[src/rtl/ps2_scan_rx_pkg.sv]
// Shared types and constants for the PS/2 scancode receiver.
package ps2_pkg;

   typedef enum logic [1:0] {
      IDLE   = 2'd0,
      DATA   = 2'd1,
      PARITY = 2'd2,
      STOP   = 2'd3
   } ps2_state_t;

   localparam logic [7:0] PS2_EXT = 8'hE0;
   localparam logic [7:0] PS2_REL = 8'hF0;

endpackage

[src/rtl/ps2_scan_rx_if.sv]
// Scancode output bundle of the PS/2 receiver: FIFO head handshake plus status.
interface ps2_scan_rx_if #(
   parameter int FIFO_DEPTH = 8
);
   localparam int CW = $clog2(FIFO_DEPTH) + 1;

   // code_data is stable while code_valid=1; the head is consumed on any cycle
   // where code_valid and code_ready are both 1, and code_ready may be held high.
   logic [9:0]    code_data;
   logic          code_valid;
   logic          code_ready;
   logic [CW-1:0] fifo_count;
   logic          parity_err;
   logic          frame_err;
   logic          overflow;

   modport master (
      output code_data, code_valid, fifo_count, parity_err, frame_err, overflow,
      input  code_ready
   );

   modport slave (
      input  code_data, code_valid, fifo_count, parity_err, frame_err, overflow,
      output code_ready
   );

endinterface

[src/rtl/ps2_scan_rx_fifo.sv]
// Small synchronous FIFO; the head word is read straight from storage.
module sync_fifo #(
   parameter int WIDTH = 10,
   parameter int DEPTH = 8,
   localparam int AW   = $clog2(DEPTH)
) (
   input  logic             clk,
   input  logic             rst,
   input  logic             push,
   input  logic [WIDTH-1:0] din,
   input  logic             pop,
   output logic [WIDTH-1:0] dout,
   output logic             empty,
   output logic             overflow,
   output logic [AW:0]      count
);

   logic [WIDTH-1:0] mem [DEPTH];
   logic [AW-1:0]    wp, rp;
   logic             full, do_push, do_pop;

   assign empty   = (count == '0);
   assign full    = (count == (AW+1)'(DEPTH));
   assign do_pop  = pop && !empty;
   // A pop in the same cycle frees the slot, so a full FIFO still accepts.
   assign do_push = push && (!full || do_pop);
   assign dout    = mem[rp];

   always_ff @(posedge clk or posedge rst) begin
      if (rst) begin
         for (int i = 0; i < DEPTH; i++) mem[i] <= '0;
         wp       <= '0;
         rp       <= '0;
         count    <= '0;
         overflow <= 1'b0;
      end else begin
         overflow <= push && !do_push;
         if (do_push) begin
            mem[wp] <= din;
            wp      <= wp + 1'b1;
         end
         if (do_pop) rp <= rp + 1'b1;
         if (do_push && !do_pop)      count <= count + 1'b1;
         else if (!do_push && do_pop) count <= count - 1'b1;
      end
   end

endmodule

[src/rtl/ps2_scan_rx.sv]
// PS/2 keyboard receiver: synchronise and deglitch the line, deframe bytes,
// fold E0/F0 prefixes into flags and queue the resulting scancodes.
module ps2_scan_rx
   import ps2_pkg::*;
#(
   parameter int FILTER_LEN  = 4,
   parameter int TIMEOUT_CYC = 20000,
   parameter int FIFO_DEPTH  = 8
) (
   input  logic         clk,
   input  logic         rst,
   input  logic         ps2_clk,
   input  logic         ps2_data,
   ps2_scan_rx_if.master bus,
   output ps2_state_t   state
);

   logic       clk_s1, clk_s2, dat_s1, dat_s2;
   logic       filt_clk, fall, bit_s;
   logic [3:0] fcnt;

   always_ff @(posedge clk or posedge rst) begin
      if (rst) begin
         clk_s1   <= 1'b1;
         clk_s2   <= 1'b1;
         dat_s1   <= 1'b1;
         dat_s2   <= 1'b1;
         filt_clk <= 1'b1;
         fcnt     <= '0;
         fall     <= 1'b0;
         bit_s    <= 1'b1;
      end else begin
         clk_s1 <= ps2_clk;
         clk_s2 <= clk_s1;
         dat_s1 <= ps2_data;
         dat_s2 <= dat_s1;
         fall   <= 1'b0;
         if (clk_s2 != filt_clk) begin
            if (fcnt == 4'(FILTER_LEN - 1)) begin
               filt_clk <= clk_s2;
               fcnt     <= '0;
               fall     <= !clk_s2;
               if (!clk_s2) bit_s <= dat_s2;
            end else begin
               fcnt <= fcnt + 1'b1;
            end
         end else begin
            fcnt <= '0;
         end
      end
   end

   logic [2:0] bcnt;
   logic [15:0] tcnt;
   logic [7:0] shreg;
   logic       par, ext, rel, push, parity_err, frame_err;
   logic [9:0] push_code;

   always_ff @(posedge clk or posedge rst) begin
      if (rst) begin
         state      <= IDLE;
         bcnt       <= '0;
         tcnt       <= '0;
         shreg      <= '0;
         par        <= 1'b0;
         ext        <= 1'b0;
         rel        <= 1'b0;
         push       <= 1'b0;
         push_code  <= '0;
         parity_err <= 1'b0;
         frame_err  <= 1'b0;
      end else begin
         push       <= 1'b0;
         parity_err <= 1'b0;
         frame_err  <= 1'b0;
         if (state == IDLE || fall) tcnt <= '0;
         else                       tcnt <= tcnt + 1'b1;

         if (state != IDLE && !fall && tcnt == 16'(TIMEOUT_CYC - 1)) begin
            state     <= IDLE;
            frame_err <= 1'b1;
            ext       <= 1'b0;
            rel       <= 1'b0;
         end else if (fall) begin
            case (state)
               IDLE: begin
                  if (!bit_s) begin
                     state <= DATA;
                     bcnt  <= '0;
                  end
               end
               DATA: begin
                  shreg <= {bit_s, shreg[7:1]};
                  bcnt  <= bcnt + 1'b1;
                  if (bcnt == 3'd7) state <= PARITY;
               end
               PARITY: begin
                  par   <= bit_s;
                  state <= STOP;
               end
               STOP: begin
                  state <= IDLE;
                  // Parity takes precedence when parity and stop are both bad.
                  if (!(^shreg ^ par)) begin
                     parity_err <= 1'b1;
                     ext        <= 1'b0;
                     rel        <= 1'b0;
                  end else if (!bit_s) begin
                     frame_err <= 1'b1;
                     ext       <= 1'b0;
                     rel       <= 1'b0;
                  end else if (shreg == PS2_EXT) begin
                     ext <= 1'b1;
                  end else if (shreg == PS2_REL) begin
                     rel <= 1'b1;
                  end else begin
                     push      <= 1'b1;
                     push_code <= {ext, rel, shreg};
                     ext       <= 1'b0;
                     rel       <= 1'b0;
                  end
               end
               default: state <= IDLE;
            endcase
         end
      end
   end

   logic fifo_empty;

   sync_fifo #(.WIDTH(10), .DEPTH(FIFO_DEPTH)) u_fifo (
      .clk      (clk),
      .rst      (rst),
      .push     (push),
      .din      (push_code),
      .pop      (bus.code_ready),
      .dout     (bus.code_data),
      .empty    (fifo_empty),
      .overflow (bus.overflow),
      .count    (bus.fifo_count)
   );

   assign bus.code_valid = !fifo_empty;
   assign bus.parity_err = parity_err;
   assign bus.frame_err  = frame_err;

endmodule

[src/flat_wrapper.sv]
// flat-port wrapper written by rule: the top's interface ports become plain ports
module ps2_scan_rx_flat import ps2_pkg::*;
#(
   parameter int FILTER_LEN  = 4,
   parameter int TIMEOUT_CYC = 20000,
   parameter int FIFO_DEPTH  = 8
)
  (clk, rst, ps2_clk, ps2_data, state, bus_code_data, bus_code_valid, bus_fifo_count, bus_parity_err, bus_frame_err, bus_overflow, bus_code_ready);
  ps2_scan_rx_if #(.FIFO_DEPTH(FIFO_DEPTH)) bus_i ();
  input  logic clk;
  input  logic rst;
  input  logic ps2_clk;
  input  logic ps2_data;
  output ps2_state_t state;
  output wire logic [$bits(bus_i.code_data)-1:0] bus_code_data;
  output wire logic [$bits(bus_i.code_valid)-1:0] bus_code_valid;
  output wire logic [$bits(bus_i.fifo_count)-1:0] bus_fifo_count;
  output wire logic [$bits(bus_i.parity_err)-1:0] bus_parity_err;
  output wire logic [$bits(bus_i.frame_err)-1:0] bus_frame_err;
  output wire logic [$bits(bus_i.overflow)-1:0] bus_overflow;
  input wire logic [$bits(bus_i.code_ready)-1:0] bus_code_ready;
  assign bus_code_data = bus_i.code_data;
  assign bus_code_valid = bus_i.code_valid;
  assign bus_fifo_count = bus_i.fifo_count;
  assign bus_parity_err = bus_i.parity_err;
  assign bus_frame_err = bus_i.frame_err;
  assign bus_overflow = bus_i.overflow;
  assign bus_i.code_ready = bus_code_ready;
  ps2_scan_rx #(.FILTER_LEN(FILTER_LEN), .TIMEOUT_CYC(TIMEOUT_CYC), .FIFO_DEPTH(FIFO_DEPTH)) u_core (.clk(clk), .rst(rst), .ps2_clk(ps2_clk), .ps2_data(ps2_data), .bus(bus_i), .state(state));
endmodule
[config.mk]
export PLATFORM = sky130hd
export DESIGN_NAME = ps2_scan_rx_flat
export DESIGN_NICKNAME = d
export VERILOG_FILES = /design/src/rtl/ps2_scan_rx_pkg.sv /design/src/rtl/ps2_scan_rx_if.sv /design/src/rtl/ps2_scan_rx_fifo.sv /design/src/rtl/ps2_scan_rx.sv /design/src/flat_wrapper.sv
export SDC_FILE = /design/constraint.sdc
export NUM_CORES = 1
export LEC_CHECK = 0
export ABC_AREA = 0
export ABC_CLOCK_PERIOD_IN_PS = 9400
export CORE_MARGIN = 4
export CORE_UTILIZATION = 45
export CTS_CLUSTER_SIZE = 14
export DETAILED_ROUTE_END_ITERATION = 8
export GPL_ROUTABILITY_DRIVEN = 1
export PLACE_DENSITY_LB_ADDON = 0.25
export SKIP_LAST_GASP = 1
export SLEW_MARGIN = 10
export SYNTH_ARGS = -nofsm -noshare
export SYNTH_HDL_FRONTEND = slang
export SYNTH_SLANG_ARGS = --single-unit
[constraint.sdc]
create_clock -name clk -period 9.4 [get_ports clk]
set_input_delay 2.35 -clock clk [delete_from_list [all_inputs] [get_ports clk]]
set_output_delay 2.35 -clock clk [all_outputs]
set_load 0.005 [all_outputs]
==> impl_metrics.csv <==
group,metric,value,unit
clock_network,cts_buffers,17,
clock_network,post_cts_buffers,0,
logic_synthesis,synth_top_family_by_area,"multiplexers",
global_routing,grt_use_total,0.165,
flow_run,drv_cap,0,
power_and_ir_drop,switching_share,0.224,
layout,nNetsFinal,529,
die,rows,44,
die,ioPinCount,25,
clock_network,ctsLongestPathBuffers,2,
clock_network,cts.sinks,147,
routing,drt-vias-per-instance,5.43,
worst_setup_path,startpoint,"u_core.u_fifo.rp[1]",
clock_network,cts_htree_levels,4,
power_and_ir_drop,power_frac_seq,0.471,
clock_network,ctsHoldBuffers,0,
power_and_ir_drop,power_switching,320,uW
logic_synthesis,syn_avg_cell_area,14.1,um^2
logic_synthesis,syn_area,0.00671,mm^2
logic_synthesis,ys.flop_type,"dfrtp_1",
routing,wire_per_inst,18.0,um
die,core-area,0.0146,mm^2
logic_synthesis,synth-xor-area-share,0.0334,
logic_synthesis,ys_async_sr_fraction,1.00,
place,dp_hpwl,7930,um
power_and_ir_drop,pwr-share-clk,0.458,
run_status,status,"completed",
worst_setup_path,cp-start-kind,"flip-flop",
logic_synthesis,synth_cells,476,
place,place.gp.congestion,0.774,
clock_network,clk-insertion-delay-late,0.42,ns
power_and_ir_drop,power_density,185,mW/mm^2
worst_hold_path,min_path_type,"reg -> reg",
clock_network,cts_resized,0,
global_routing,grt_pass1_wl,21200,um
clock_network,root_buffer,"clkbuf_16",
worst_setup_path,critPathCaptureType,"output port",
logic_synthesis,synth_compound_area_frac,0.0289,
power_and_ir_drop,power,1430,uW
die,initial_core_util,0.460,
place,numPortBuffers,24,
logic_synthesis,synth.distinct_cells,48,
layout,area_growth,14.7,%
routing,postRouteWirelength,12600,um
power_and_ir_drop,internal_power,1110,uW
power_and_ir_drop,combPwrFrac,0.071,
logic_synthesis,synthSimpleGateAreaFrac,0.0721,
routing,via_count,3809,
logic_synthesis,synth_nets,501,
global_routing,grt_pass1_vias,4014,
sta,skew,0.00546,ns
die,die_h,130,um
logic_synthesis,synth-seq-cells,147,
global_routing,grt_max_degree,76,
worst_setup_path,critical_path_required,7.05,ns
sta,maxSlewViolCount,0,
sta,slew_headroom,0.232,
sta,clock.fmax,198,MHz
routing,postRouteAntennaNets,0,
global_routing,antenna_found_initial,0,
die,dieWidth,130,um
sta,rsz0062_at_grt,"no",
layout,layout-drive-gt1-share,0.333,
worst_setup_path,path_max_fanout,22,
sta,min_period_over_period,0.537,
routing,drt_iter0_markers,214,
layout,antennaDiodeCount,0,
worst_setup_path,worstSetupPathType,"reg -> out",
sta,setup_viol,0,
worst_hold_path,hold_start,"u_core.clk_s1",
routing,drtPass1Iterations,4,
clock_network,clkSlewWorstSetupHoldPaths,0.06,ns
die,dieArea,0.0169,mm^2
logic_synthesis,ys_seq_area_frac,0.549,
worst_setup_path,arrival,2.70,ns
sta,final_hold_viol_count,0,
power_and_ir_drop,p_leak,0.00364,uW
clock_network,cts_tree,"yes",
sta,tightest_slew,1.15,ns
worst_setup_path,worstReg2RegStart,"u_core.u_fifo.count[0]",
global_routing,grt.overflow.total,0,
routing,drc,0,
sta,timing.setup.tns,0,ns
logic_synthesis,synth-edff-count,0,
logic_synthesis,synthAdderAreaFrac,0.0384,
layout,n_fill_cell,1193,
sta,fin_crit,5.05,ns
logic_synthesis,yosysWarningCount,0,
power_and_ir_drop,ir_drop,0.150,mV
logic_synthesis,muxShareOfSynthArea,0.257,
[logic make-up after synthesis]
logic type,count (synthesis)
xor+xnor,24
simple gates,90
fa+ha+maj,20
compound gates,31
flops,147
buf+inv,34
mux,130
[through the flow]
stage           util  cell area (um^2)  std cells  worst slack, ns  hold WS (ns)
2_1_floorplan      -              6710        476             3.11         0.345
3_3_place_gp   0.488              7120        669             4.69         0.346
3_5_place_dp   0.488              7120        669             4.68         0.347
4_1_cts        0.528              7700        701             4.34         0.354
5_1_grt        0.528              7700        701             4.27         0.354
6_report       0.528              7700        701             4.35         0.353
[sequential cells by signal, indices dropped and copies added, names as in the netlist, 2 cells and up]
signal and cells:
u_core.state 2, u_core.shreg 8, u_core.bcnt 3, u_core.u_fifo.mem 80, u_core.fcnt 4, u_core.u_fifo.count 4
u_core.u_fifo.wp 3, u_core.tcnt 16, u_core.push_code 10, u_core.u_fifo.rp 3
[path summary, 6_finish.rpt]
| kind | end | slack [ns] | depth (start not counted) |
|---|---|---|---|
| setup reg to reg | u_core.u_fifo.count[3] | 6.99 | 11 |
| hold / removal | u_core.clk_s2 | 0.35 | 0 |
| setup / recovery | bus_code_data[3] | 4.35 | 3 |
| min in group asynchronous | u_core.u_fifo.mem[78] | 2.42 | 2 |
| hold reg to reg | u_core.clk_s2 | 0.35 | 0 |
| max in group asynchronous | u_core.u_fifo.mem[21] | 5.59 | 3 |
[final cells by class]
| type | instances | area [um^2] | share of cell area |
|---|---|---|---|
| flip-flops and latches | 147 | 3690 | 0.478 |
| multi-input cells | 295 | 2880 | 0.374 |
| clock buffers | 29 | 541 | 0.0702 |
| repair buffers | 26 | 255 | 0.0331 |
| well taps | 184 | 230 | 0.0299 |
| inverters | 17 | 68.8 | 0.00893 |
| clock inverters | 3 | 40.0 | 0.00520 |
[cells in the final DEF (no fill, tap or decap), drive strengths merged, types with 5 or more instances in the layout]
cell type / n
xor2: 7
clkdlybuf4s50: 24
nand4: 7
mux4: 20
clkbuf: 29
inv: 17
mux2: 110
nand2: 22
dfrtp: 141
nand3: 9
nor2: 24
o21ai: 14
xnor2: 16
a21oi: 5
dfstp: 6
ha: 19
[cell usage after synthesis (all sizes together) (5+ instances only)]
library cell | instances | share of area
nor2 | 24 | 0.013
dfrtp | 141 | 0.53
o21ai | 14 | 0.010
nand3 | 9 | 0.0067
nand4 | 7 | 0.0088
ha | 19 | 0.035
xor2 | 7 | 0.0091
clkbuf | 7 | 0.0039
dfstp | 6 | 0.023
nand2 | 22 | 0.012
buf | 10 | 0.0082
inv | 17 | 0.0095
xnor2 | 16 | 0.021
mux4 | 20 | 0.067
a21oi | 5 | 0.0037
mux2 | 110 | 0.19
[power by group through the flow]
stage	combinational (uW)	clock (uW)	sequential, uW
6_report	101	655	672
5_1_grt	114	704	675
4_1_cts	103	671	673
3_5_place_dp	102	0	684
3_3_place_gp	98.3	0	682
2_1_floorplan	75.3	0	679
[worst max-delay path, cell delays in order (launching register included)]
cell,delay [ns]
dfrtp_1,1.11
mux4_2,0.43
mux2_2,0.28
clkdlybuf4s50_1,0.46
[metal layers]
| metal | wire, um | track usage |
|---|---|---|
| met1 | 5900 | 0.227 |
| met2 | 6240 | 0.258 |
| met3 | 373 | 0.0512 |
| met4 | 96 | 0.0403 |
| met5 | 0 | 0 |
(Power assumes the default switching activity.)
